[src/rtl/oled_spi_tx.sv]
// Serialises one page-packed framebuffer as SSD1306-style SPI: invert command, then per page a
// page command followed by COLS data bytes. Two oled_clk cycles per bit, bytes back-to-back.
module oled_spi_tx #(
  parameter int PAGES = 8,
  parameter int COLS  = 128,
  parameter int AW    = 10
) (
  input  logic          oled_clk,
  input  logic          reset,
  input  logic          frame_req,
  input  logic          invert_in,
  output logic [AW-1:0] fb_addr,
  input  logic [7:0]    fb_data,
  output logic          spi_clk,
  output logic          oled_dc,
  output logic          oled_data,
  output logic          cs_n,
  output logic          busy,
  output logic          done
);
  typedef enum logic [2:0] {IDLE, CMD_INV, CMD_PAGE, DATA, FINISH} state_t;
  localparam int CW = AW - 3;

  state_t        state_q, state_d;
  logic          pend_q, phase_q;
  logic [2:0]    page_q, page_d, bit_q;
  logic [CW-1:0] col_q, col_d, col_inc;
  logic [6:0]    sh_q;
  logic [7:0]    byte_d, inv_byte;
  logic          dc_d;
  logic          spi_clk_q, dc_q, data_q, cs_n_q, busy_q, done_q;
  logic [AW-1:0] addr_q;

  assign inv_byte = {7'b1010011, invert_in};
  assign col_inc  = (col_q == CW'(COLS - 1)) ? '0 : col_q + CW'(1);

  // col_q always names the next data byte to load, so col_q == 0 after a DATA byte
  // means the page's last column has just gone out.
  always_comb begin
    state_d = state_q;
    page_d  = page_q;
    col_d   = col_q;
    byte_d  = 8'h00;
    dc_d    = 1'b0;
    case (state_q)
      CMD_INV: begin
        state_d = CMD_PAGE;
        byte_d  = 8'hB0 | {5'b0, page_q};
      end
      CMD_PAGE: begin
        state_d = DATA;
        byte_d  = fb_data;
        dc_d    = 1'b1;
        col_d   = col_inc;
      end
      DATA: begin
        if (col_q == '0) begin
          if (page_q == 3'(PAGES - 1)) begin
            state_d = FINISH;
          end else begin
            state_d = CMD_PAGE;
            page_d  = page_q + 3'd1;
            byte_d  = 8'hB0 | {5'b0, page_q + 3'd1};
          end
        end else begin
          byte_d = fb_data;
          dc_d   = 1'b1;
          col_d  = col_inc;
        end
      end
      default: ;
    endcase
  end

  always_ff @(posedge oled_clk or posedge reset) begin
    if (reset) begin
      state_q   <= IDLE;
      pend_q    <= 1'b0;
      phase_q   <= 1'b0;
      page_q    <= '0;
      col_q     <= '0;
      bit_q     <= '0;
      sh_q      <= '0;
      spi_clk_q <= 1'b0;
      dc_q      <= 1'b0;
      data_q    <= 1'b0;
      cs_n_q    <= 1'b1;
      busy_q    <= 1'b0;
      done_q    <= 1'b0;
      addr_q    <= '0;
    end else begin
      done_q <= 1'b0;
      // The address trails page/col by one cycle; the next data byte is needed 16 cycles later.
      addr_q <= {page_q, col_q};
      case (state_q)
        IDLE, FINISH: begin
          if (frame_req || pend_q) begin
            state_q   <= CMD_INV;
            pend_q    <= 1'b0;
            page_q    <= '0;
            col_q     <= '0;
            phase_q   <= 1'b0;
            bit_q     <= '0;
            cs_n_q    <= 1'b0;
            busy_q    <= 1'b1;
            spi_clk_q <= 1'b0;
            dc_q      <= 1'b0;
            data_q    <= inv_byte[7];
            sh_q      <= inv_byte[6:0];
          end else begin
            state_q <= IDLE;
          end
        end
        default: begin
          if (frame_req) pend_q <= 1'b1;
          if (!phase_q) begin
            spi_clk_q <= 1'b1;
            phase_q   <= 1'b1;
          end else begin
            spi_clk_q <= 1'b0;
            phase_q   <= 1'b0;
            if (bit_q != 3'd7) begin
              bit_q  <= bit_q + 3'd1;
              data_q <= sh_q[6];
              sh_q   <= {sh_q[5:0], 1'b0};
            end else if (state_d == FINISH) begin
              state_q <= FINISH;
              cs_n_q  <= 1'b1;
              busy_q  <= 1'b0;
              dc_q    <= 1'b0;
              data_q  <= 1'b0;
              done_q  <= 1'b1;
            end else begin
              state_q <= state_d;
              page_q  <= page_d;
              col_q   <= col_d;
              bit_q   <= '0;
              dc_q    <= dc_d;
              data_q  <= byte_d[7];
              sh_q    <= byte_d[6:0];
            end
          end
        end
      endcase
    end
  end

  assign fb_addr   = addr_q;
  assign spi_clk   = spi_clk_q;
  assign oled_dc   = dc_q;
  assign oled_data = data_q;
  assign cs_n      = cs_n_q;
  assign busy      = busy_q;
  assign done      = done_q;
endmodule
[config.mk]
export PLATFORM = sky130hd
export DESIGN_NAME = oled_spi_tx
export DESIGN_NICKNAME = d
export VERILOG_FILES = /design/src/rtl/oled_spi_tx.sv
export SDC_FILE = /design/constraint.sdc
export NUM_CORES = 1
export LEC_CHECK = 0
export CAP_MARGIN = 20
export CORE_MARGIN = 2
export CORE_UTILIZATION = 30
export CTS_CLUSTER_SIZE = 20
export DETAILED_ROUTE_END_ITERATION = 8
export GPL_TIMING_DRIVEN = 0
export MAX_ROUTING_LAYER = met4
export PLACE_DENSITY = 0.61
export SKIP_CTS_REPAIR_TIMING = 1
export SYNTH_ARGS = -nofsm -noshare
export SYNTH_HDL_FRONTEND = slang
export SYNTH_SLANG_ARGS = --single-unit
[constraint.sdc]
create_clock -name oled_clk -period 4.2 [get_ports oled_clk]
set_input_delay 1.05 -clock oled_clk [delete_from_list [all_inputs] [get_ports oled_clk]]
set_output_delay 1.05 -clock oled_clk [all_outputs]
set_load 0.01 [all_outputs]
### After elaboration in Yosys (flattened, before gate mapping)

Cells that the tools add are included.

| operators by class | value |
|---|---|
| add/sub/neg operators | 3 |
| equal/unequal tests | 14 |
| multiplexer cells | 64 |
| reduce and logical (&&, ||, !) cells | 18 |

Operators by type and width:

| kind | count |
|---|---|
| two-way mux 7 bit | 12 |
| two-way mux 3 bit | 18 |
| two-way mux 1 bit | 28 |
| one-hot mux 8 bit (3 select lines) | 1 |
| two-way mux 8 bit | 2 |
| one-hot mux 7 bit (2 select lines) | 1 |
| nonzero test 2 bit | 5 |
| equality test 3 bit (second input constant) | 3 |
| one-hot mux 3 bit (3 select lines) | 1 |
| adder 7 x 1 -> 7 bit (second input constant) | 1 |
| equality test 7 bit (second input constant) | 1 |
| logical NOT 7 bit | 1 |
| AND reduction 7 bit | 1 |
| adder 3 x 1 -> 3 bit (second input constant) | 2 |
| equality test 3 x 2 -> 1 bit (second input constant) | 2 |
| inequality test 2 x 1 -> 1 bit (second input constant) | 3 |
| inequality test 3 bit (second input constant) | 2 |
| AND reduction 2 bit | 3 |
| AND reduction 3 bit | 2 |
| AND reduction 6 bit | 1 |
| AND reduction 4 bit | 1 |
| equality test 3 x 1 -> 1 bit (second input constant) | 1 |
| logical NOT 3 bit | 1 |
| inequality test 3 x 2 -> 1 bit (second input constant) | 1 |
| 5 further kinds | 5 |

| word-level totals | value |
|---|---|
| flip-flop bits (word level) | 40 |
| input port bits | 12 |
| output and inout port bits | 16 |
| word-level logic and storage cells | 112 |

### Logic depth before layout (Yosys ltp)

Gate-level depths: netlist of the first run.

| depth | value |
|---|---|
| word-level depth | 9 |
| gate-level depth with buffers | 8 |
| mapped depth without buffers | 7 |

### Worst setup path after synthesis of the first run

Ideal clock, no wire load.

| timing | value |
|---|---|
| kind | input-to-reg |
| start | input port frame_req |
| end | register col_q[4] |
| setup time | 0.069 ns |
| arrival time | 2.130 ns |
| data required time | 4.131 ns |
| setup slack | 2.001 ns |
| stages on the path | 5 |
| buffers on the path | 0 |
| cells stage by stage | nor2_1 mux2_4 nand4b_4 or4_1 nand3_1 |

| between the ends | value |
|---|---|
| cells in the longest elaborated chain, start to end | 3 |

RTL lines:

| element | RTL line | RTL |
|---|---|---|
| start, declared | 10 | `input logic frame_req,` |
| logical OR 1 bit | 97 | `if (frame_req \|\| pend_q) begin` |
| inequality test 2 bit (no source line) | - |  |
| AND reduction 6 bit (no source line) | - |  |
| end signal, assigned | 136 | `col_q <= col_d;` |
| end, declared | 27 | `logic [CW-1:0] col_q, col_d, col_inc;` |

Every way passes these cells.
A chain may end at the register's enable or synchronous reset.

### Final worst setup path of the first run

Same ends and word-level chain as after synthesis.

==> results of run 1 <==
-- per-layer routing --
| metal | vias up | track usage |
|---|---|---|
| li1 | 747 | - |
| met1 | 741 | 0.190 |
| met2 | 33 | 0.187 |
| met3 | 5 | 0.0336 |
| met4 | 0 | 0.0528 |
| met5 | - | - |
-- cells in the mapped netlist (2+ instances only) --
master     n  area, µm²
inv_1      7       26.3
and3_1     2       12.5
buf_2      3       15.0
a22o_1     3       26.3
o31ai_1    2       15.0
ha_1       6       75.1
clkbuf_1   3       11.3
nor2b_1    5       31.3
nand2_1   23       86.3
nand3_1    9       45.0
dfrtp_1   39        976
nor2_1    21       78.8
o21ai_0   13       65.1
a21oi_1   10       50.1
a221oi_1   2       17.5
a21o_1     2       15.0
nand2b_1   7       43.8
a31oi_1    6       37.5
-- metrics by stage --
step,util,hold slack (ns)
2_1_floorplan,-,0.397
3_3_place_gp,0.365,0.435
3_5_place_dp,0.365,0.436
4_1_cts,0.380,0.450
5_1_grt,0.380,0.477
6_report,0.380,0.446
-- kinds of logic after synthesis --
group,share of synthesized area
multiplexers,0.0190
flip-flops,0.525
adder cells (fa/ha/maj),0.0393
XOR/XNOR,0.00458
AO/OA/AOI/OAI,0.168
buffers and inverters,0.0275
AND/OR/NAND/NOR,0.217
-- area by class of cell --
| cell class | count | area share |
|---|---|---|
| Sequential cell | 40 | 0.423 |
| Inverter | 7 | 0.0111 |
| Multi-Input combinational cell | 138 | 0.361 |
| Buffer | 6 | 0.0111 |
| Clock inverter | 2 | 0.00422 |
| Clock buffer | 6 | 0.0348 |
| Tap cell | 77 | 0.0407 |
| Timing Repair Buffer | 27 | 0.114 |
-- path summary, 6_finish.rpt --
kind	start	to	cells after the start
max in group asynchronous	reset	fb_addr[5]$_DFF_PP0_	2
min in group asynchronous	reset	col_q[3]$_DFFE_PP0P_	2
worst min register to register	page_q[2]$_DFFE_PP0P_	fb_addr[9]$_DFF_PP0_	0
worst max register to register	state_q[0]$_DFFE_PP0P_	sh_q[4]$_DFFE_PP0P_	6
worst min-delay path	page_q[2]$_DFFE_PP0P_	fb_addr[9]$_DFF_PP0_	0
worst max-delay path	frame_req	col_q[4]$_DFFE_PP0P_	6
-- worst register-to-register path, delay by kind of cell (launching register included) --
kind                   cells  cell delay, ns
muxes                      1            0.44
buffers and inverters      1            0.19
and+or+nand+nor            2            0.66
AOI/OAI and AO/OA          2            0.56
DFF                        1            0.40
-- flip-flops by register name, summed over array words and instances (netlist names) --
signal and count:
bit_q 3, pend_q 1, sh_q 7, state_q 3
spi_clk 1, oled_dc 1, cs_n 1, done 1
page_q 3, fb_addr 10, busy 1, oled_data 1
col_q 7
-- power breakdown --
part | internal, mW | switching (mW)
sequential | 0.388 | 0.00218
clock | 0.131 | 0.134
combinational | 0.0134 | 0.0131
total | 0.532 | 0.150
==> results.tsv, run 1 <==
metric	value	unit
Mapped Area	0.00191	mm²
PnR worst setup slack	1.70	ns
CP Cell Sequence	clkdlybuf4s50_1 > nor2_1 > mux2_4 > nand4b_4 > or4_1 > nand3_1	
Netlist cell types	46	
TritonCTS clock tree	done	
largest net degree at the start of global routing	41	
Ys Warns	0	
wire length on met1	2040	µm
Final #Nets	243	
Cells after Synth	191	
Skew-Pair Late Insertion Delay	0.29	ns
buffers plus inverters on the worst setup path	1	
share of cells above drive strength 1	0.0929	
clock root buffer	clkbuf_8	
worst-margin pin slew	0.841	ns
Main synth FF type	dfrtp_1	
Power Total	682	µW
most frequent cells in the layout	dfrtp_1, clkdlybuf4s50_1, nand2_1, nor2_1, o21ai_0	
period utilization	0.595	
first-pass GRT wire length	7360	µm
Max VDD drop	0.130	mV
CTS Sinks	40	
Data required, critical path	4.43	ns
die area	0.00702	mm²
Layout fillers	636	
H-tree depth	2	
Async SR Flop Fraction	1.00	
setup tns final	0	ns
CP endpoint kind	flop	
Horiz. Die Dim	83.8	µm
register area	0.00100	mm²
status	finished clean	
post-route ant nets	0	
CTS Buf Count	5	
maximum clock rate	400	MHz
initial antenna violation count	0	
most common cell after layout, fill and taps aside	dfrtp_1	
drt initial violations	113	
port buffer count	27	
area of the multi-input gates	856	µm²
Worst-path clk slew	0.07	ns
reg2reg setup slack	1.85	ns
drt drc	0	
GP Congestion	0.839	
core box area	0.00624	mm²
die height	83.8	µm
Worst slew margin	0.439	
top cell family by delay on the critical path	simple AND/OR/NAND/NOR gates	
syn avg cell area	10.0	µm²
Total GRT Usage	0.135	
power density over cell area	288	mW/mm²
final hold vios	0	
Crit Path Class	in -> reg	
Period minus WS final	2.50	ns
top sig layer	met4	
Worst Path Max Fanout	8	
largest stage delay on the critical path	0.49	ns
pre-CTS setup slack	1.40	ns
fin cells	303	
Post-synth EDFFs	0	
dpl cell area	0.00228	mm²
row cnt	29	
number of global-route vias before repair	1472	
vias	1526	
Worst EP arrival	2.73	ns
1st-pass router iterations	4	
ANT cells	0	
LEAKAGE	1.03	nW
setup violators final	0	
Crit-path slowest cell	or4_1	
P&R area growth vs syn	24.0	%
I/O Pins	28	
Via-to-Cell Ratio	5.04	
WL final	4280	µm
Slew Viols, Final	0	
number of instances in the placed design	295	
post-synth net total	209	
metal3 WL	183	µm
Max-cap violations	0	
worst clock skew	0.00814	ns
Longest Clk Path Bufs	2	
RSZ-0062 raised after global routing	no	
half-perimeter wire length after placement	3040	µm
wire length per cell	14.1	µm
class of the worst hold path	reg -> reg	
Layout Cell Area excl Fill	0.00237	mm²
met2 WL	1980	µm
Congestion Overflow GR	0	
synthesized flop and latch total	40	
Seq/Total Area, Yosys	0.525	
crit path launch type	primary input	
Initial Util	0.306	
(Power assumes the default switching activity.)
==> inputs of run 2 (changes only) <==
--- a/config.mk
+++ b/config.mk
@@ -12,7 +12,7 @@
 export DETAILED_ROUTE_END_ITERATION = 8
 export GPL_TIMING_DRIVEN = 0
 export MAX_ROUTING_LAYER = met4
-export PLACE_DENSITY = 0.61
+export PLACE_DENSITY = 0.63
 export SKIP_CTS_REPAIR_TIMING = 1
 export SYNTH_ARGS = -nofsm -noshare
 export SYNTH_HDL_FRONTEND = slang
==> constraint.sdc (replaced) <==
create_clock -name oled_clk -period 2.18 [get_ports oled_clk]
set_input_delay 0.545 -clock oled_clk [delete_from_list [all_inputs] [get_ports oled_clk]]
set_output_delay 0.545 -clock oled_clk [all_outputs]
set_load 0.01 [all_outputs]
==> run 2 against run 1 <==
Hold slack got worse by 0.024 ns. Sequential power grew 93%. Critical path type is now reg -> reg. Cell area rose by 3.2%. Highest routed layer unchanged. Critical endpoint unchanged. Cell count increased by 0.66%. Combinational power up 94%. Via count up 0.33%. Clock power grew 150%. Worst setup slack worse by 1.6 ns. First-iteration DRC count shrank 27%. Clock skew increased by 0.00078 ns. Critical path depth unchanged. Largest power group unchanged. Register-to-register slack worse by 1.7 ns.
==> results.tsv, run 2 (same netlist as run 1, synthesis figures left out) <==
metric	value	unit	change
CTS Buf Count	5		unchanged
I/O Pins	28		unchanged
Slew Viols, Final	0		unchanged
Final #Nets	245		+0.82%
Data required, critical path	2.40	ns	-2.03 ns
Worst Path Max Fanout	8		unchanged
drt initial violations	83		-27%
ANT cells	0		unchanged
number of instances in the placed design	295		unchanged
fin cells	305		+0.66%
CP endpoint kind	flop		
worst-margin pin slew	0.829	ns	-0.0120 ns
final hold vios	0		unchanged
port buffer count	27		unchanged
drt drc	0		unchanged
setup violators final	0		unchanged
CP Cell Sequence	or2_0 > buf_2 > mux2_4 > nand4b_4 > or4_1 > nand3_1		
first-pass GRT wire length	7110	µm	-3.5%
1st-pass router iterations	4		unchanged
post-route ant nets	0		unchanged
H-tree depth	2		unchanged
Total GRT Usage	0.129		-0.00588
Worst EP arrival	2.30	ns	-0.43 ns
power density over cell area	597	mW/mm²	+110%
Crit Path Class	reg -> reg		
worst hold stages	0		unchanged
Horiz. Die Dim	83.8	µm	unchanged
pre-CTS setup slack	-0.216	ns	-1.62 ns
Via-to-Cell Ratio	5.02		-0.33%
crit path launch type	flop		
row cnt	29		unchanged
Crit-path slowest cell	or4_1		
GP Congestion	0.792		-5.5%
P&R area growth vs syn	28.0	%	
RSZ-0062 raised after global routing	yes		
final core occ	0.392		+0.0122
clock root buffer	clkbuf_8		
CTS Sinks	40		unchanged
Skew-Pair Late Insertion Delay	0.29	ns	about the same
Worst slew margin	0.447		+0.00802
initial antenna violation count	0		unchanged
Longest Clk Path Bufs	2		unchanged
min-delay src	col_q[3]$_DFFE_PP0P_		
reg2reg setup slack	0.10	ns	-1.75 ns
worst clock skew	0.00891	ns	+0.000776 ns
Hold Path Sink	fb_addr[3]$_DFF_PP0_		
die height	83.8	µm	unchanged
largest net degree at the start of global routing	41		unchanged
Max-cap violations	0		unchanged
most frequent cells in the layout	dfrtp_1, clkdlybuf4s50_1, nand2_1, nor2_1, o21ai_0		
Worst-path clk slew	0.08	ns	about the same
half-perimeter wire length after placement	3020	µm	-0.95%
wire length per cell	13.9	µm	-1.3%
maximum clock rate	481	MHz	
WL final	4250	µm	-0.63%
Max VDD drop	0.224	mV	+73%
most common cell after layout, fill and taps aside	dfrtp_1		
Initial Util	0.306		unchanged
TritonCTS clock tree	done		
share of cells above drive strength 1	0.127		+0.0343
period utilization	0.954		
status	finished clean		
vias	1531		+0.33%
largest stage delay on the critical path	0.49	ns	about the same
Congestion Overflow GR	0		unchanged
class of the worst hold path	reg -> reg		
core box area	0.00624	mm²	unchanged
LEAKAGE	1.06	nW	+2.4%
PnR worst setup slack	0.100	ns	-1.60 ns
depth of the worst register-to-register path	6		unchanged
reg2reg end	col_q[4]$_DFFE_PP0P_		
die area	0.00702	mm²	unchanged
number of global-route vias before repair	1461		-0.75%
Worst R2R Start	state_q[1]$_DFFE_PP0P_		
max reg flops	10		unchanged
Period minus WS final	2.08	ns	
run 2: worst max path at each step:
stage / startpoint / cells past startpoint / slack [ns] / endpoint
5_1_grt: state_q[0]$_DFFE_PP0P_ / 6 / -0.02 / bit_q[0]$_DFFE_PP0P_
3_5_place_dp: state_q[0]$_DFFE_PP0P_ / 6 / -0.22 / sh_q[4]$_DFFE_PP0P_
6_report: state_q[1]$_DFFE_PP0P_ / 6 / 0.10 / col_q[4]$_DFFE_PP0P_
3_3_place_gp: state_q[0]$_DFFE_PP0P_ / 6 / -0.21 / sh_q[4]$_DFFE_PP0P_
2_1_floorplan: col_q[2]$_DFFE_PP0P_ / 6 / 0.23 / sh_q[1]$_DFFE_PP0P_
4_1_cts: state_q[0]$_DFFE_PP0P_ / 6 / -0.21 / sh_q[4]$_DFFE_PP0P_
run 2: through the flow:
step / hold slack, ns / setup TNS [ns] / cell area (µm²) / total power, mW
after floorplan: 0.397 / 0 / 1910 / 0.785
after global placement: 0.433 / -7.61 / 2280 / 0.817
after detailed placement: 0.432 / -1.47 / 2280 / 0.818
after CTS: 0.449 / -1.33 / 2400 / 1.48
after global routing: 0.442 / -0.0181 / 2450 / 1.52
final: 0.422 / 0 / 2450 / 1.46
run 2: cell type report:
class	count	area (µm²)
Tap cell	77	96.3
Clock buffer	7	96.3
Sequential cell	40	1000
Timing Repair Buffer	29	285
Fill cell	632	3790
Clock inverter	1	30.0
Buffer	6	26.3
Inverter	7	26.3
Multi-Input combinational cell	138	882
run 2: power breakdown:
| part | internal, mW | switching, mW | total (mW) | leakage [nW] |
|---|---|---|---|---|
| combinational | 0.0262 | 0.0253 | 0.0515 | 0.482 |
| sequential | 0.747 | 0.00461 | 0.752 | 0.509 |
| clock | 0.404 | 0.254 | 0.658 | 0.0645 |
| total | 1.18 | 0.284 | 1.46 | 1.06 |
run 2: worst max-delay path, delay by kind of cell (launching register included):
family,cells,cell delay [ns]
multiplexers,1,0.34
buffers and inverters,1,0.18
flip-flops,1,0.45
AND/OR/NAND/NOR,4,1.04
run 2: per-layer routing:
metal  track usage  vias to the layer above  wire (µm)
met3        0.0247                        4        149
met5             -                        -          0
met1         0.177                      740       2070
li1              -                      751          -
met4        0.0396                        0         53
met2         0.196                       36       1980
==> inputs of run 3 (changes only) <==
--- a/config.mk
+++ b/config.mk
@@ -11,8 +11,7 @@
 export CTS_CLUSTER_SIZE = 20
 export DETAILED_ROUTE_END_ITERATION = 8
 export GPL_TIMING_DRIVEN = 0
-export MAX_ROUTING_LAYER = met4
-export PLACE_DENSITY = 0.63
+export PLACE_DENSITY_LB_ADDON = 0.2
 export SKIP_CTS_REPAIR_TIMING = 1
 export SYNTH_ARGS = -nofsm -noshare
 export SYNTH_HDL_FRONTEND = slang
==> run 3 against run 2 <==
Die area unchanged. Sequential share of layout area increased by 0.82 points. Hold slack improved by 0.022 ns. Count of clock-buffer cells in the layout down 2. Clock power decreased by 23%. Sequential power is essentially flat. Largest cell class unchanged. Largest power group unchanged. Highest routed layer unchanged.
==> results.tsv, run 3 (same netlist as run 1, synthesis figures left out) <==
metric	value	unit	change
status	finished clean		
first-pass GRT wire length	7680	µm	+8.0%
CTS Buf Count	5		unchanged
pre-CTS setup slack	-0.225	ns	-0.00809 ns
PnR worst setup slack	0.0658	ns	-0.0345 ns
Total GRT Usage	0.137		+0.00825
Max-cap violations	0		unchanged
TritonCTS clock tree	done		
clock share of power	0.386		-0.064
worst clock skew	0.00803	ns	-0.000883 ns
Period minus WS final	2.11	ns	+0.0345 ns
Skew-Pair Late Insertion Delay	0.30	ns	about the same
Worst slew margin	0.450		+0.00299
WL final	4350	µm	+2.2%
Worst-path clk slew	0.09	ns	about the same
Internal	999	µW	-15%
Final #Nets	244		-0.41%
Data required, critical path	2.36	ns	-0.04 ns
H-tree depth	2		unchanged
Hold Path Sink	fb_addr[8]$_DFF_PP0_		
P&R area growth vs syn	25.7	%	
largest net degree at the start of global routing	41		unchanged
wire length per cell	14.3	µm	+2.5%
initial antenna violation count	0		unchanged
dpl cell area	0.00228	mm²	unchanged
maximum clock rate	473	MHz	-1.6%
GP Congestion	0.797		+0.67%
reg2reg end	sh_q[1]$_DFFE_PP0P_		
depth of the worst register-to-register path	6		unchanged
worst-margin pin slew	0.824	ns	-0.00447 ns
Horiz. Die Dim	83.8	µm	unchanged
worst hold stages	0		unchanged
Worst EP arrival	2.29	ns	about the same
period utilization	0.970		+0.0158
half-perimeter wire length after placement	3100	µm	+3.0%
ANT cells	0		unchanged
Via-to-Cell Ratio	4.94		-1.6%
Layout fillers	646		+2.2%
die height	83.8	µm	unchanged
1st-pass router iterations	4		unchanged
Longest Clk Path Bufs	2		unchanged
row cnt	29		unchanged
setup violators final	0		unchanged
reg2reg setup slack	0.07	ns	-0.03 ns
Logic pwr share	0.039		+0.004
switching part of the total power	0.235		+0.0405
crit path launch type	flop		
min-delay src	page_q[1]$_DFFE_PP0P_		
power density over cell area	544	mW/mm²	-8.9%
Worst Path Max Fanout	8		unchanged
Layout Cell Area excl Fill	0.00240	mm²	-1.8%
final hold vios	0		unchanged
class of the worst hold path	reg -> reg		
post-route ant nets	0		unchanged
Worst R2R Start	col_q[2]$_DFFE_PP0P_		
port buffer count	27		unchanged
CP endpoint kind	flop		
I/O Pins	28		unchanged
number of global-route vias before repair	1487		+1.8%
max reg flops	10		unchanged
Crit Path Class	reg -> reg		
Slew Viols, Final	0		unchanged
drt initial violations	88		+6.0%
most frequent cells in the layout	dfrtp_1, clkdlybuf4s50_1, nand2_1, nor2_1, o21ai_0		
core box area	0.00624	mm²	unchanged
most common cell after layout, fill and taps aside	dfrtp_1		
RSZ-0062 raised after global routing	yes		
share of cells above drive strength 1	0.123		-0.00384
CTS Sinks	40		unchanged
Initial Util	0.306		unchanged
Max VDD drop	0.227	mV	+1.7%
Congestion Overflow GR	0		unchanged
clock root buffer	clkbuf_8		
LEAKAGE	1.02	nW	-3.0%
Reg power frac	0.575		+0.060
drt drc	0		unchanged
Psw	306	µW	+8.1%
vias	1501		-2.0%
die area	0.00702	mm²	unchanged
## run 3: through the flow
step	setup TNS, ns	util	std cells	hold slack (ns)	total power [mW]
2_1_floorplan	0	-	191	0.397	0.785
3_3_place_gp	-8.68	0.365	295	0.434	0.817
3_5_place_dp	-1.67	0.365	295	0.432	0.818
4_1_cts	-1.84	0.380	303	0.450	1.32
5_1_grt	-0.0878	0.385	304	0.465	1.36
6_report	0	0.385	304	0.444	1.31
## run 3: layout make-up
class | count | area, µm² | share of cell area
plain buffers | 6 | 26.3 | 0.0109
clock buffers | 5 | 68.8 | 0.0287
clock inverters | 3 | 23.8 | 0.00990
inverters | 7 | 26.3 | 0.0109
multi-input cells | 138 | 877 | 0.365
flip-flops and latches | 40 | 1000 | 0.418
well taps | 77 | 96.3 | 0.0401
repair buffers | 28 | 278 | 0.116
## run 3: layer usage
metal / part of all wire / up-vias / routed length [µm] / GRT usage
met2: 0.45 / 26 / 1950 / 0.204
met4: 0.017 / 0 / 73 / 0.0484
met5: 0 / - / 0 / 0
li1: - / 754 / - / -
met3: 0.030 / 5 / 131 / 0.0277
met1: 0.50 / 716 / 2190 / 0.199
## run 3: worst max-delay path: stages (launching register included)
cell      delay, ns
dfrtp_2        0.44
or4_4          0.56
or2_1          0.23
buf_2          0.18
and3_4         0.23
a211oi_1       0.24
a21oi_1        0.10
## run 3: worst max-delay path by stage
stage / startpoint / depth (start not counted) / end / slack, ns
finish: col_q[2]$_DFFE_PP0P_ / 6 / sh_q[1]$_DFFE_PP0P_ / 0.07
global route: state_q[0]$_DFFE_PP0P_ / 6 / sh_q[4]$_DFFE_PP0P_ / -0.04
CTS: state_q[0]$_DFFE_PP0P_ / 6 / sh_q[4]$_DFFE_PP0P_ / -0.27
detailed placement: state_q[0]$_DFFE_PP0P_ / 6 / sh_q[4]$_DFFE_PP0P_ / -0.22
global placement: state_q[0]$_DFFE_PP0P_ / 6 / sh_q[4]$_DFFE_PP0P_ / -0.23
floorplan: col_q[2]$_DFFE_PP0P_ / 6 / sh_q[1]$_DFFE_PP0P_ / 0.23
## run 3: power by group through the flow
| stage | Combinational, mW | Clock [mW] | Sequential [mW] |
|---|---|---|---|
| 2_1_floorplan | 0.0192 | 0 | 0.766 |
| 3_3_place_gp | 0.0516 | 0 | 0.766 |
| 3_5_place_dp | 0.0522 | 0 | 0.766 |
| 4_1_cts | 0.0524 | 0.518 | 0.751 |
| 5_1_grt | 0.0578 | 0.553 | 0.753 |
| 6_report | 0.0508 | 0.504 | 0.751 |
